### src/rtl/spi_shift_engine.sv
// spi_shift_engine: byte-wide SPI mode-0 master shift engine.
// A start strobe launches one 8-bit transfer, sent MSB-first on mosi/sclk while
// miso is captured MSB-first. The SCLK half-period is chosen per transfer by a
// 2-bit speed code. busy covers the whole transfer, and data_out updates only
// on the completion edge.
module spi_shift_engine #(
    parameter int HALF_S0 = 16,
    parameter int HALF_S1 = 4,
    parameter int HALF_S2 = 2,
    parameter int HALF_S3 = 1
) (
    input  logic       clk7,
    input  logic       _reset,
    input  logic       start_write,
    input  logic       start_read,
    input  logic [7:0] data_in,
    input  logic [1:0] speed,
    input  logic       miso,
    output logic       mosi,
    output logic       sclk,
    output logic       busy,
    output logic [7:0] data_out
);

    // The divider only ever holds H-1, so log2 of the largest H is wide enough.
    localparam int MAX_01 = (HALF_S0 > HALF_S1) ? HALF_S0 : HALF_S1;
    localparam int MAX_23 = (HALF_S2 > HALF_S3) ? HALF_S2 : HALF_S3;
    localparam int MAX_H  = (MAX_01 > MAX_23) ? MAX_01 : MAX_23;
    localparam int DW     = (MAX_H > 2) ? $clog2(MAX_H) : 1;

    typedef enum logic [1:0] {
        IDLE = 2'd0,
        LOW  = 2'd1,
        HIGH = 2'd2
    } state_t;

    state_t        state_reg, state_next;
    logic [7:0]    tx_reg, tx_next;
    logic [7:0]    rx_reg, rx_next;
    logic [DW-1:0] div_reg, div_next;
    logic [2:0]    bit_reg, bit_next;
    logic [1:0]    speed_reg, speed_next;
    logic          sclk_reg, sclk_next;
    logic          mosi_reg, mosi_next;
    logic          busy_reg, busy_next;
    logic [7:0]    data_out_reg, data_out_next;

    // Divider reload value (half-period minus one) for a given speed code.
    function automatic logic [DW-1:0] reload(input logic [1:0] s);
        case (s)
            2'd0:    reload = DW'(HALF_S0 - 1);
            2'd1:    reload = DW'(HALF_S1 - 1);
            2'd2:    reload = DW'(HALF_S2 - 1);
            default: reload = DW'(HALF_S3 - 1);
        endcase
    endfunction

    // State and datapath registers; reset puts the SPI lines in their idle levels.
    always_ff @(posedge clk7 or negedge _reset) begin
        if (!_reset) begin
            state_reg    <= IDLE;
            tx_reg       <= 8'h00;
            rx_reg       <= 8'h00;
            div_reg      <= '0;
            bit_reg      <= 3'd0;
            speed_reg    <= 2'd0;
            sclk_reg     <= 1'b0;
            mosi_reg     <= 1'b1;
            busy_reg     <= 1'b0;
            data_out_reg <= 8'h00;
        end else begin
            state_reg    <= state_next;
            tx_reg       <= tx_next;
            rx_reg       <= rx_next;
            div_reg      <= div_next;
            bit_reg      <= bit_next;
            speed_reg    <= speed_next;
            sclk_reg     <= sclk_next;
            mosi_reg     <= mosi_next;
            busy_reg     <= busy_next;
            data_out_reg <= data_out_next;
        end
    end

    // Next-state logic: IDLE accepts a strobe, LOW/HIGH count out each SCLK half-period.
    always_comb begin
        state_next    = state_reg;
        tx_next       = tx_reg;
        rx_next       = rx_reg;
        div_next      = div_reg;
        bit_next      = bit_reg;
        speed_next    = speed_reg;
        sclk_next     = sclk_reg;
        mosi_next     = mosi_reg;
        busy_next     = busy_reg;
        data_out_next = data_out_reg;

        case (state_reg)
            IDLE: begin
                // start_write takes priority when both strobes arrive together.
                if (start_write || start_read) begin
                    tx_next    = start_write ? data_in : 8'hFF;
                    mosi_next  = start_write ? data_in[7] : 1'b1;
                    speed_next = speed;
                    div_next   = reload(speed);
                    bit_next   = 3'd0;
                    busy_next  = 1'b1;
                    state_next = LOW;
                end
            end
            LOW: begin
                if (div_reg == '0) begin
                    // Rising SCLK edge: the card's bit has been stable for H cycles.
                    sclk_next  = 1'b1;
                    rx_next    = {rx_reg[6:0], miso};
                    div_next   = reload(speed_reg);
                    state_next = HIGH;
                end else begin
                    div_next = div_reg - DW'(1);
                end
            end
            HIGH: begin
                if (div_reg == '0) begin
                    sclk_next = 1'b0;
                    if (bit_reg == 3'd7) begin
                        // Whole byte assembled; publish it in one step.
                        data_out_next = rx_reg;
                        busy_next     = 1'b0;
                        mosi_next     = 1'b1;
                        state_next    = IDLE;
                    end else begin
                        tx_next    = {tx_reg[6:0], 1'b0};
                        mosi_next  = tx_reg[6];
                        bit_next   = bit_reg + 3'd1;
                        div_next   = reload(speed_reg);
                        state_next = LOW;
                    end
                end else begin
                    div_next = div_reg - DW'(1);
                end
            end
            default: begin
                state_next = IDLE;
            end
        endcase
    end

    assign mosi     = mosi_reg;
    assign sclk     = sclk_reg;
    assign busy     = busy_reg;
    assign data_out = data_out_reg;

endmodule

### config.mk
export PLATFORM = sky130hd
export DESIGN_NAME = spi_shift_engine
export DESIGN_NICKNAME = d
export VERILOG_FILES = /design/src/rtl/spi_shift_engine.sv
export SDC_FILE = /design/constraint.sdc
export NUM_CORES = 1
export LEC_CHECK = 0
export CAP_MARGIN = 5
export CORE_AREA = 2 2 62 64
export DETAILED_ROUTE_END_ITERATION = 8
export DIE_AREA = 0 0 64 66
export PLACE_DENSITY = 0.77
export RECOVER_POWER = 25
export SYNTH_ARGS = -nofsm -noshare
export SYNTH_HDL_FRONTEND = slang
export SYNTH_SLANG_ARGS = --single-unit
### constraint.sdc
create_clock -name clk7 -period 2.4 [get_ports clk7]
set_clock_uncertainty 0.1 [all_clocks]
set_input_delay 0.36 -clock clk7 [delete_from_list [all_inputs] [get_ports clk7]]
set_output_delay 0.36 -clock clk7 [all_outputs]
set_load 0.05 [all_outputs]
**Word level (Yosys, flattened, before mapping)**

Index checks and enable logic that the tools add are counted.

- $add $sub $neg: 2
- Eq/ne operators: 13
- Mux-type cells: 33
- Reduce and logical (&&, ||, !) cells: 17

Operators with widths:

| operator | number |
|---|---|
| one-hot mux 4 bit (3 select lines) | 3 |
| two-way mux 7 bit | 4 |
| two-way mux 4 bit | 4 |
| AND reduction 3 bit | 5 |
| one-hot mux 7 bit (2 select lines) | 1 |
| two-way mux 1 bit | 10 |
| inequality test 2 bit, second input constant | 5 |
| two-way mux 3 bit | 3 |
| AND reduction 4 bit | 2 |
| == test 2 x 1 -> 1 bit, second input constant | 3 |
| == test 2 bit, second input constant | 3 |
| zero test 2 bit | 3 |
| two-way mux 2 bit | 3 |
| one-hot mux 1 bit (2 select lines) | 3 |
| one-hot mux 2 bit (3 select lines) | 1 |
| one-hot mux 3 bit (2 select lines) | 1 |
| zero test 4 bit | 1 |
| AND reduction 2 bit | 2 |
| nonzero test 2 bit | 2 |
| subtractor 4 x 1 -> 4 bit, second input constant | 1 |
| adder 3 x 1 -> 3 bit, second input constant | 1 |
| == test 3 bit, second input constant | 1 |
| inequality test 3 bit, second input constant | 1 |
| nonzero test 3 bit | 1 |
| logical OR 1 bit | 1 |

- Bits in registers: 37

**Depth between registers and ports, before layout**

- Depth after elaboration: 5
- Depth in mapped cells: 7

**Least setup slack after synthesis**

Ideal clock, no wire load.

- Kind: reg-to-reg
- Start: register div_reg[0]
- End: register tx_reg[1]
- Arrival time: 1.702 ns
- Data required time: 2.175 ns
- Path slack: 0.473 ns
- Stages on the path, launching flop included: 7
- Cells stage by stage: dfrtp_1 > inv_1 > ha_1 > nor3b_4 > nand2_4 > a21oi_4 > mux2_2

- Longest elaborated chain between the ends: 3

Ends and longest elaborated chain:

| element | RTL line | RTL |
|---|---|---|
| start, declared | 40 | `logic [DW-1:0] div_reg, div_next;` |
| start signal, assigned | 75 | `div_reg <= div_next;` |
| zero test 4 bit | 123 | `if (div_reg == '0) begin` |
| inequality test 2 bit (no line) | n/a |  |
| AND reduction 4 bit (no line) | n/a |  |
| end signal, assigned | 73 | `tx_reg <= tx_next;` |
| end, declared | 38 | `logic [7:0] tx_reg, tx_next;` |

No other way between the ends.
A chain may end at the register's enable or synchronous reset.

**Final worst setup path**

- Start: register div_reg[0]
- End: register data_out_reg[0], in the netlist data_out[0]

- Longest elaborated chain between the ends: 2

Ends and longest elaborated chain:

| element | RTL line | RTL |
|---|---|---|
| zero test 4 bit | 123 |  |
| AND reduction 3 bit (no line) | n/a |  |
| end signal, assigned | 81 | `data_out_reg <= data_out_next;` |
| end, declared | 46 | `logic [7:0] data_out_reg, data_out_next;` |

No other way between the ends.

==> results.yml <==
global_route:
  grt_pass1_vias: 1344
  grt_pass1_wl_um: 6040
  grt_antenna_before_repair: 0
  track_usage_pct: 18.7
  gr-total-overflow: 0
  grt_max_degree: 38
layout:
  layout_common_cells: "dfrtp_1, mux2_2, clkdlybuf4s50_1, nand2_1, o21ai_0"
  final_core_util_pct: 61.9
  diodes: 0
  fin_area_um2: 2200
  finalNetCount: 209
  area.growth.synth_to_final_pct: 19.3
  drive_gt1_share_pct: 23.0
  num-fill-cells: 289
  layout_commonest_cell: "dfrtp_1"
route:
  drt_pass1_iterations: 4
  wire_per_inst_um: 14.1
  drc: 0
  drt_iter0_drc: 42
  vias: 1274
  avgViaCountPerCell: 5.42
  ant_nets: 0
  wl_um: 3320
clocking:
  hold_buffers: 0
  cts_root_buf: "clkbuf_4"
  cts_sinks: 37
  h-tree-depth: 2
  worstSkewPairLatency_ns: 0.33
  cts_buffers: 5
  cts_buffer_depth: 2
  cts_tree: "done"
  path_clk_slew_ns: 0.10
floorplan:
  placeableCoreArea_um2: 3550
  rows: 22
  die_area_um2: 4220
  initial_core_util_pct: 51.9
  die_x_um: 64
  die_h_um: 66
  io_pins: 26
worst_setup_path:
  worst-path-max-fanout: 10
  reg2reg_from: "div_reg[0]$_DFFE_PN0P_"
  critPathArrivalTime_ns: 2.36
  r2r-end: "data_out[0]$_DFFE_PN0P_"
  crit_type: "flip-flop to flip-flop"
  rr_worst_depth: 5
  worstSetupStartpointType: "flip-flop"
  required_ns: 2.53
  r2r_slack_ns: 0.17
  end_kind: "flip-flop"
synthesis:
  syn-mean-instance-area_um2: 11.8
  synth_cells: 156
  synthesis.nets: 179
  yosys_warnings: 0
  ys_ff_latch: 37
  ys_seq_area_share_pct: 50.3
  synth.distinct_cells: 40
  syn_area_um2: 1840
sta:
  rsz0062_at_grt: "no"
  period_needed_ns: 2.23
  finalSetupViolations: 0
  min_period_over_period_pct: 92.9
  fmax_mhz: 448
  tns_ns: 0
  timing.slew.headroom_pct: 40.1
  hold_violations: 0
  finalMaxSlewViolations: 0
  worst_pin_slew_ns: 0.898
placed_design:
  globalplace.congestion: 0.847
  io_buffers: 25
  dp_hpwl_um: 2550
  dpl_cell_area_um2: 2150
hold_path:
  min_to: "tx_reg[0]$_DFFE_PN0P_"
  whs_path_depth: 1
  hold_path.class: "flip-flop to flip-flop"
  hp-start: "tx_reg[0]$_DFFE_PN0P_"
pwr:
  irDropWorstVdd_mv: 0.624
  pwr_density_cell_nw_per_um2: 972
  leakage_nw: 1.00
job:
  maxCapViolCount: 0
outcome:
  status: "finished clean"
[how the worst max path moves through the flow]
| stage | from | to | slack [ns] | cells after the start |
|---|---|---|---|---|
| 6_report | div_reg[0]$_DFFE_PN0P_ | data_out[0]$_DFFE_PN0P_ | 0.17 | 5 |
| 5_1_grt | div_reg[0]$_DFFE_PN0P_ | data_out[0]$_DFFE_PN0P_ | 0.006 | 5 |
| 4_1_cts | div_reg[0]$_DFFE_PN0P_ | rx_reg[4]$_DFFE_PN0P_ | 0.12 | 5 |
| 3_5_place_dp | div_reg[0]$_DFFE_PN0P_ | rx_reg[4]$_DFFE_PN0P_ | 0.14 | 5 |
| 3_3_place_gp | div_reg[0]$_DFFE_PN0P_ | rx_reg[6]$_DFFE_PN0P_ | 0.24 | 5 |
| 2_1_floorplan | div_reg[0]$_DFFE_PN0P_ | tx_reg[1]$_DFFE_PN0P_ | 0.47 | 6 |
[worst max-delay path: stages, from the launching register on]
cell     delay [ns]
dfrtp_1        0.42
inv_1          0.09
ha_1           0.21
nor3b_4        0.46
and3_1         0.45
mux2_2         0.38
[cell type report]
type | instances | area (µm²) | share of cell area (%)
clock inverter | 2 | 10.0 | 0.455
sequential | 37 | 927 | 42.2
inverter | 6 | 22.5 | 1.02
multi-input combinational | 108 | 868 | 39.5
timing repair buffer | 28 | 270 | 12.3
clock buffer | 6 | 41.3 | 1.88
tap | 48 | 60.1 | 2.73
[routing by layer]
layer | share of wire (%) | global-route usage [%] | wire length [µm] | vias to the layer above
met1 | 41 | 21.7 | 1380 | 625
met3 | 4.9 | 5.45 | 164 | 5
met2 | 52 | 32.9 | 1730 | 32
met4 | 1.4 | 6.52 | 47 | 0
li1 | - | - | - | 612
met5 | 0 | 0 | 0 | -
[stage by stage]
| step | setup WS (ns) | total power, mW | instances | hold slack (ns) |
|---|---|---|---|---|
| floorplan | 0.473 | 1.62 | 156 | -0.0356 |
| global placement | 0.238 | 1.80 | 227 | 0.385 |
| detailed placement | 0.138 | 1.85 | 227 | 0.374 |
| CTS | 0.120 | 2.16 | 235 | 0.341 |
| global route | 0.00595 | 2.33 | 235 | 0.434 |
| finish | 0.169 | 2.14 | 235 | 0.399 |
[kinds of logic (layout without fill, tap and decap cells)]
logic type	Yosys count	in the layout	synth area share, %
muxes	28	28	16.9
DFF	37	37	50.3
buffers and inverters	11	42	2.65
adders and majority gates	8	8	5.43
and+or+nand+nor	41	41	13.2
AOI/OAI and AO/OA	31	31	11.5
[synth_stat cells, drive strengths merged]
cell type  instances  area (µm²)
a21boi             1        7.51
a21o               1        7.51
a21oi              8        51.3
a22o               3        26.3
a311oi             1        15.0
a31oi              2        12.5
and2               1        6.26
and2b              1        7.51
and3               1        6.26
and3b              1        8.76
buf                2        15.0
clkbuf             3        11.3
dfrtp             36         901
dfstp              1        26.3
ha                 8         100
inv                6        22.5
mux2              25         282
mux2i              3        30.0
nand2             11        48.8
nand2b             2        12.5
nand3              2        10.0
nor2               7        26.3
nor2b              7        43.8
nor3               1        5.00
nor3b              3        38.8
nor4               1        6.26
nor4b              1        8.76
o21a               1        7.51
o21ai              9        45.0
o21bai             1        7.51
o22ai              1        6.26
o2bb2ai            1        8.76
o311ai             1        8.76
o31ai              1        7.51
or3                1        6.26
or3b               1        8.76
[timing repair]
item	4_1_cts	5_1_grt
endpoints found under the setup margin	0	8
buffers inserted	0	0
gates resized for setup	0	1
[power breakdown]
part	total (mW)	switching [mW]	internal, mW
registers	0.957	0.152	0.805
logic	0.879	0.449	0.430
clock network	0.303	0.191	0.112
Power figures use the tool's default switching activity.
